**config.mk**
```make
export PLATFORM = sky130hd
export DESIGN_NAME = rst_seq_flat
export DESIGN_NICKNAME = d
export VERILOG_FILES = /design/src/rtl/rst_seq_if.sv /design/src/rtl/rst_seq.sv /design/src/flat_wrapper.sv
export SDC_FILE = /design/constraint.sdc
export NUM_CORES = 1
export LEC_CHECK = 0
export CAP_MARGIN = 40
export CORE_MARGIN = 3
export CORE_UTILIZATION = 57
export CTS_CLUSTER_DIAMETER = 60
export CTS_CLUSTER_SIZE = 20
export DETAILED_ROUTE_END_ITERATION = 8
export PLACE_DENSITY = 0.78
export SYNTH_ARGS = -nofsm -noshare
export SYNTH_HDL_FRONTEND = slang
export SYNTH_SLANG_ARGS = --single-unit
export TNS_END_PERCENT = 30
```
**constraint.sdc**
```tcl
create_clock -name clk -period 2.45 [get_ports clk]
set_input_delay 0.735 -clock clk [delete_from_list [all_inputs] [get_ports clk]]
set_output_delay 0.735 -clock clk [all_outputs]
set_load 0.02 [all_outputs]
```
**src/rtl/rst_seq_if.sv**
```systemverilog
// Reset sequencer control/status bundle. The rst_ack vector exists only
// when RST_SEQ_ACK_EN is defined.
interface rst_seq_if #(
  parameter int unsigned NUM_RST = 3
);
  logic               sw_rst_req;
  logic [NUM_RST-1:0] rst_out;
  logic               rst_done;
`ifdef RST_SEQ_ACK_EN
  logic [NUM_RST-1:0] rst_ack;

  modport master (output sw_rst_req, rst_ack, input rst_out, rst_done);
  modport slave  (input sw_rst_req, rst_ack, output rst_out, rst_done);
`else
  modport master (output sw_rst_req, input rst_out, rst_done);
  modport slave  (input sw_rst_req, output rst_out, rst_done);
`endif
endinterface

```
**src/rtl/rst_seq.sv**
```systemverilog
// Reset synchroniser and ordered release sequencer for one clock domain.
// Define RST_SEQ_ACK_EN to gate each release on the previous channel's rst_ack.
module rst_seq #(
  parameter int unsigned SYNC_STAGES    = 4,
  parameter int unsigned NUM_RST        = 3,
  parameter int unsigned STRETCH_CYCLES = 16,
  parameter int unsigned STEP_CYCLES    = 8,
  parameter int unsigned CNT_W          = 8
) (
  input  logic     clk,
  input  logic     a_reset,
  rst_seq_if.slave rs
);

  localparam int unsigned IDX_W = (NUM_RST > 1) ? $clog2(NUM_RST) : 1;
  localparam logic [CNT_W-1:0] STRETCH_LAST = CNT_W'(STRETCH_CYCLES - 1);
  localparam logic [CNT_W-1:0] STEP_LAST    = CNT_W'(STEP_CYCLES - 1);
  localparam logic [IDX_W-1:0] LAST_IDX     = IDX_W'(NUM_RST - 1);

  typedef enum logic [1:0] {
    S_ASSERT  = 2'd0,
    S_RELEASE = 2'd1,
    S_RUN     = 2'd2
  } state_t;

  logic [SYNC_STAGES-1:0] sync_q;
  logic                   rst_s;
  state_t                 state_q, state_d;
  logic [CNT_W-1:0]       cnt_q, cnt_d;
  logic [IDX_W-1:0]       idx_q, idx_d;
  logic [NUM_RST-1:0]     rst_q, rst_d;
  logic                   done_q, done_d;
  logic                   step_ok;
  logic                   last_ready;

  always_ff @(posedge clk or posedge a_reset) begin
    if (a_reset) sync_q <= '1;
    else         sync_q <= {sync_q[SYNC_STAGES-2:0], 1'b0};
  end

  assign rst_s = sync_q[SYNC_STAGES-1];

`ifdef RST_SEQ_ACK_EN
  // Channel idx waits on the ack of channel idx-1; the counter parks at STEP_LAST.
  assign step_ok    = rs.rst_ack[idx_q - 1'b1];
  assign last_ready = rs.rst_ack[NUM_RST-1];
`else
  assign step_ok    = 1'b1;
  assign last_ready = 1'b1;
`endif

  always_comb begin
    state_d = state_q;
    cnt_d   = cnt_q;
    idx_d   = idx_q;
    rst_d   = rst_q;
    done_d  = done_q;
    unique case (state_q)
      S_ASSERT: begin
        rst_d  = '1;
        done_d = 1'b0;
        if (rst_s) begin
          cnt_d = '0;
        end else if (cnt_q == STRETCH_LAST) begin
          cnt_d    = '0;
          rst_d[0] = 1'b0;
          if (NUM_RST == 1) begin
            state_d = S_RUN;
            done_d  = last_ready;
          end else begin
            idx_d   = IDX_W'(1);
            state_d = S_RELEASE;
          end
        end else begin
          cnt_d = cnt_q + 1'b1;
        end
      end
      S_RELEASE: begin
        if (cnt_q == STEP_LAST) begin
          if (step_ok) begin
            cnt_d        = '0;
            rst_d[idx_q] = 1'b0;
            if (idx_q == LAST_IDX) begin
              state_d = S_RUN;
              done_d  = last_ready;
            end else begin
              idx_d = idx_q + 1'b1;
            end
          end
        end else begin
          cnt_d = cnt_q + 1'b1;
        end
      end
      S_RUN: begin
        rst_d = '0;
        if (last_ready) done_d = 1'b1;
      end
      default: begin
        state_d = S_ASSERT;
        rst_d   = '1;
        done_d  = 1'b0;
      end
    endcase
    if (rs.sw_rst_req) begin
      state_d = S_ASSERT;
      cnt_d   = '0;
      idx_d   = '0;
      rst_d   = '1;
      done_d  = 1'b0;
    end
  end

  always_ff @(posedge clk or posedge a_reset) begin
    if (a_reset) begin
      state_q <= S_ASSERT;
      cnt_q   <= '0;
      idx_q   <= '0;
      rst_q   <= '1;
      done_q  <= 1'b0;
    end else begin
      state_q <= state_d;
      cnt_q   <= cnt_d;
      idx_q   <= idx_d;
      rst_q   <= rst_d;
      done_q  <= done_d;
    end
  end

  assign rs.rst_out  = rst_q;
  assign rs.rst_done = done_q;

endmodule

```
**src/flat_wrapper.sv**
```systemverilog
// flat-port wrapper written by rule: the top's interface ports become plain ports
module rst_seq_flat 
#(
  parameter int unsigned SYNC_STAGES    = 4,
  parameter int unsigned NUM_RST        = 3,
  parameter int unsigned STRETCH_CYCLES = 16,
  parameter int unsigned STEP_CYCLES    = 8,
  parameter int unsigned CNT_W          = 8
)
  (clk, a_reset, rs_sw_rst_req, rs_rst_out, rs_rst_done);
  rst_seq_if #(.NUM_RST(NUM_RST)) rs_i ();
  input  logic clk;
  input  logic a_reset;
  input wire logic [$bits(rs_i.sw_rst_req)-1:0] rs_sw_rst_req;
  output wire logic [$bits(rs_i.rst_out)-1:0] rs_rst_out;
  output wire logic [$bits(rs_i.rst_done)-1:0] rs_rst_done;
  assign rs_i.sw_rst_req = rs_sw_rst_req;
  assign rs_rst_out = rs_i.rst_out;
  assign rs_rst_done = rs_i.rst_done;
  rst_seq #(.SYNC_STAGES(SYNC_STAGES), .NUM_RST(NUM_RST), .STRETCH_CYCLES(STRETCH_CYCLES), .STEP_CYCLES(STEP_CYCLES), .CNT_W(CNT_W)) u_core (.clk(clk), .a_reset(a_reset), .rs(rs_i));
endmodule
```
==> key figures, run 1 <==
Status
  • Outcome: completed

Min path
  • Hold endpoint: u_core.sync_q[3]$_DFF_PP1_
  • Min-Delay Path Class: reg2reg
  • Worst hold start: u_core.sync_q[2]$_DFF_PP1_
  • Hold depth: 0

Timing
  • Final setup vio count: 0
  • Peak Freq: 459.4 MHz
  • Final Hold Fails: 0
  • RSZ-0062 raised after global routing: no
  • Period utilisation layout: 0.8886
  • Max Slew Vio Count: 0
  • Fin crit period: 2177 ps
  • Setup tns final: 0 ps
  • Clock Skew: 1.265 ps

Finish
  • Non-filler cells, final: 161
  • Final core utilization: 0.7258
  • Ant diodes: 0
  • Area grow syn2layout: 13.92%
  • Share of layout cells above drive strength 1: 0.1618
  • Total Nets Final: 149

Detailed routing
  • WL met2: 976 um
  • DRT Wirelength: 2142 um
  • WL met1: 1045 um
  • Via density: 5.683
  • Top routing layer used: met4
  • WL per Instance: 13.30 um
  • Via count: 915
  • DR iter-0 viols: 10
  • DR pass1 iterations: 4
  • Post-DRT Antenna Nets: 0
  • Wire length on met3: 84 um
  • Remaining DRCs: 0

Global route
  • Largest net degree at the start of global routing: 21
  • First-pass GRT wire length: 3732 um
  • Total gr overflow: 0
  • GR Util All Layers: 0.1912
  • Vias in the first global route: 862
  • Initial antenna violation count: 0

Floorplan
  • Die height: 51.11 um
  • Area of the core: 0.001821 mm^2
  • Full die area: 0.002612 mm^2
  • Starting Density: 0.6371
  • Die width: 51.11 um
  • Top Ports: 7
  • Row Count: 15

Synthesis
  • Syn Area/Cell: 9.430 um^2
  • Synth cell types: 36
  • Largest area contributor in the netlist: dfrtp_1
  • Post-Syn Nets: 135
  • Synth area leaders: dfrtp_1, dfstp_2, ha_1, nand2_1, o21ai_0
  • Ys Warns: 0
  • Yosys reg bits: 20
  • Mapped Cells: 123
  • Sequential area share after synthesis: 0.4391
  • Cell Area, Synth: 0.001160 mm^2
  • Top cell type's share of synthesized area: 0.2805

Critical path
  • R2R Setup Slk: 380 ps
  • Crit path kind: reg2out
  • Crit path DAT: 1440 ps
  • Reg-to-reg startpoint: u_core.state_q[1]$_DFFE_PP0P_
  • Crit-path max cell delay: 590 ps
  • Cells along the critical path: clkdlybuf4s50_1
  • Reg2reg end: u_core.cnt_q[7]$_DFFE_PP0P_
  • Reg2reg path depth: 7
  • CP required: 1710 ps
  • Crit start category: flip-flop
  • CP delay by family, top: buffers and inverters
  • Max FO, Critical Path: 2
  • CP bufs+invs: 1
  • Critical path's slowest cell: clkdlybuf4s50_1
  • Crit end category: primary output

Place
  • Routability cong.: 0.8432
  • # port buffers: 6
  • Placed Instances: 157
  • Post-DP HPWL: 1572 um

Clock tree
  • Post-CTS Resized: 0
  • Reg clk slew, reported paths: 110 ps
  • CTS Buf Count: 3
  • Clk root buf: clkbuf_4
  • Hold Buf Count CTS: 0
  • Clk_lat worst skew: 300 ps
  • Post-CTS setup buffers: 0
  • Sink Count: 20
  • Clock Path Buffers: 2
  • H-tree depth: 1
  • CTS tree: built

Power and ir drop
  • Static Leak: 0.5763 nW
  • Maximum vdd ir drop: 0.3991 mV
  • PwrDens: 427.4 mW/mm^2

Job
  • Max-Cap Viols: 0
## cell usage after synthesis
cell and instances:
a22oi_1 1, a31oi_1 1, or4_1 2, nor3b_2 1, nand3b_1 1, inv_1 5
ha_1 9, dfrtp_1 13, a21oi_1 3, or3_1 1, dfstp_2 7, a2111oi_2 1
o21ai_0 9, and3b_1 1, and3_1 4, clkbuf_1 3, mux2_2 1, nor4_1 1
o311ai_1 1, nand3_1 3, o31a_1 1, nor4_4 1, o32ai_1 1, nor2b_1 7
conb_1 1, nand2b_1 3, nand2_1 14, and2_1 1, nor2_1 7, a22o_1 2
or2_1 1, a21o_1 1, nor3_1 8, o21ai_1 4, nor2_2 1, o211ai_1 2
## through the flow
stage                     instance area [um^2]  hold WS, ps  power, mW  setup slack, ps
after floorplan                           1160        345.2     0.3634            466.3
after global placement                    1285        348.0     0.3749            87.15
after detailed placement                  1285        347.3     0.3762            24.42
after CTS                                 1321        365.1     0.5717            254.8
after global routing                      1321        371.5     0.5861            214.2
final                                     1321        363.8     0.5647            273.0
## flip-flops by register name, indices dropped and copies added (netlist names)
name / cells
u_core.idx_q: 2
u_core.state_q: 2
u_core.rs.rst_done: 1
u_core.sync_q: 4
u_core.rs.rst_out: 3
u_core.cnt_q: 8
## final cells by class
type                    count  area, um^2
flip-flops and latches     20       509.2
well taps                  25       31.28
inverters                   5       18.77
repair buffers             12       105.1
clock buffers               4       36.28
multi-input cells          95       620.6
fillers                   140       499.2
## power breakdown
part | internal (mW) | total, mW | switching [mW]
Combinational | 0.0120 | 0.0285 | 0.0165
Clock | 0.0908 | 0.195 | 0.104
Sequential | 0.338 | 0.341 | 0.00327
## layer usage
metal  global-route usage  vias up
met4              0.06726        0
li1                     -      459
met1               0.2481      432
met3              0.04373        5
met5                    0        -
met2               0.3112       19
## worst max-delay path by stage
| stage | start | endpoint | slack, ps | cells after the start |
|---|---|---|---|---|
| floorplan | u_core.cnt_q[0]$_DFFE_PP0P_ | u_core.cnt_q[7]$_DFFE_PP0P_ | 470 | 6 |
| global placement | rs_sw_rst_req | u_core.cnt_q[7]$_DFFE_PP0P_ | 90 | 6 |
| detailed placement | rs_sw_rst_req | u_core.cnt_q[7]$_DFFE_PP0P_ | 20 | 6 |
| CTS | u_core.rs.rst_out[0]$_DFFE_PP1P_ | rs_rst_out[0] | 250 | 1 |
| global route | u_core.state_q[1]$_DFFE_PP0P_ | u_core.cnt_q[7]$_DFFE_PP0P_ | 210 | 7 |
| finish | u_core.rs.rst_out[0]$_DFFE_PP1P_ | rs_rst_out[0] | 270 | 1 |
## cell families after synthesis
logic type | share of synthesized area
AOI/OAI and AO/OA | 0.1510
adders and majority gates | 0.09709
buffers and inverters | 0.02589
DFF | 0.4391
muxes | 0.009708
other | 0.003233
and+or+nand+nor | 0.2740
## layout by cell type, fill, tap and decap left out, types with 2 or more instances in the layout
master,n
clkdlybuf4s50_1,6
buf_4,6
o21ai_0,9
dfrtp_1,13
dfstp_2,7
or4_1,2
nand3_1,3
nor2b_1,7
nor2_1,7
a22o_1,2
nand2b_1,3
o211ai_1,2
nor3_1,8
o21ai_1,4
a21oi_1,3
nand2_1,14
ha_1,9
clkbuf_4,3
inv_1,5
and3_1,4
Note: power is estimated with default switching activity, not from simulation.
==> inputs of run 2 (changes only) <==
--- a/config.mk
+++ b/config.mk
@@ -11,6 +11,7 @@
 export CTS_CLUSTER_DIAMETER = 60
 export CTS_CLUSTER_SIZE = 20
 export DETAILED_ROUTE_END_ITERATION = 8
+export HOLD_SLACK_MARGIN = 0.1
 export PLACE_DENSITY = 0.78
 export SYNTH_ARGS = -nofsm -noshare
 export SYNTH_HDL_FRONTEND = slang
==> results of run 2 <==
Final layout, timing and power as in run 1 (identical DEF).
==> inputs of run 3 (changes only) <==
--- a/config.mk
+++ b/config.mk
@@ -13,6 +13,8 @@
 export DETAILED_ROUTE_END_ITERATION = 8
 export HOLD_SLACK_MARGIN = 0.1
 export PLACE_DENSITY = 0.78
+export SKIP_CTS_REPAIR_TIMING = 1
+export SLEW_MARGIN = 10
 export SYNTH_ARGS = -nofsm -noshare
 export SYNTH_HDL_FRONTEND = slang
 export SYNTH_SLANG_ARGS = --single-unit
==> results of run 3 <==
Final layout, timing and power as in run 1 (identical DEF).
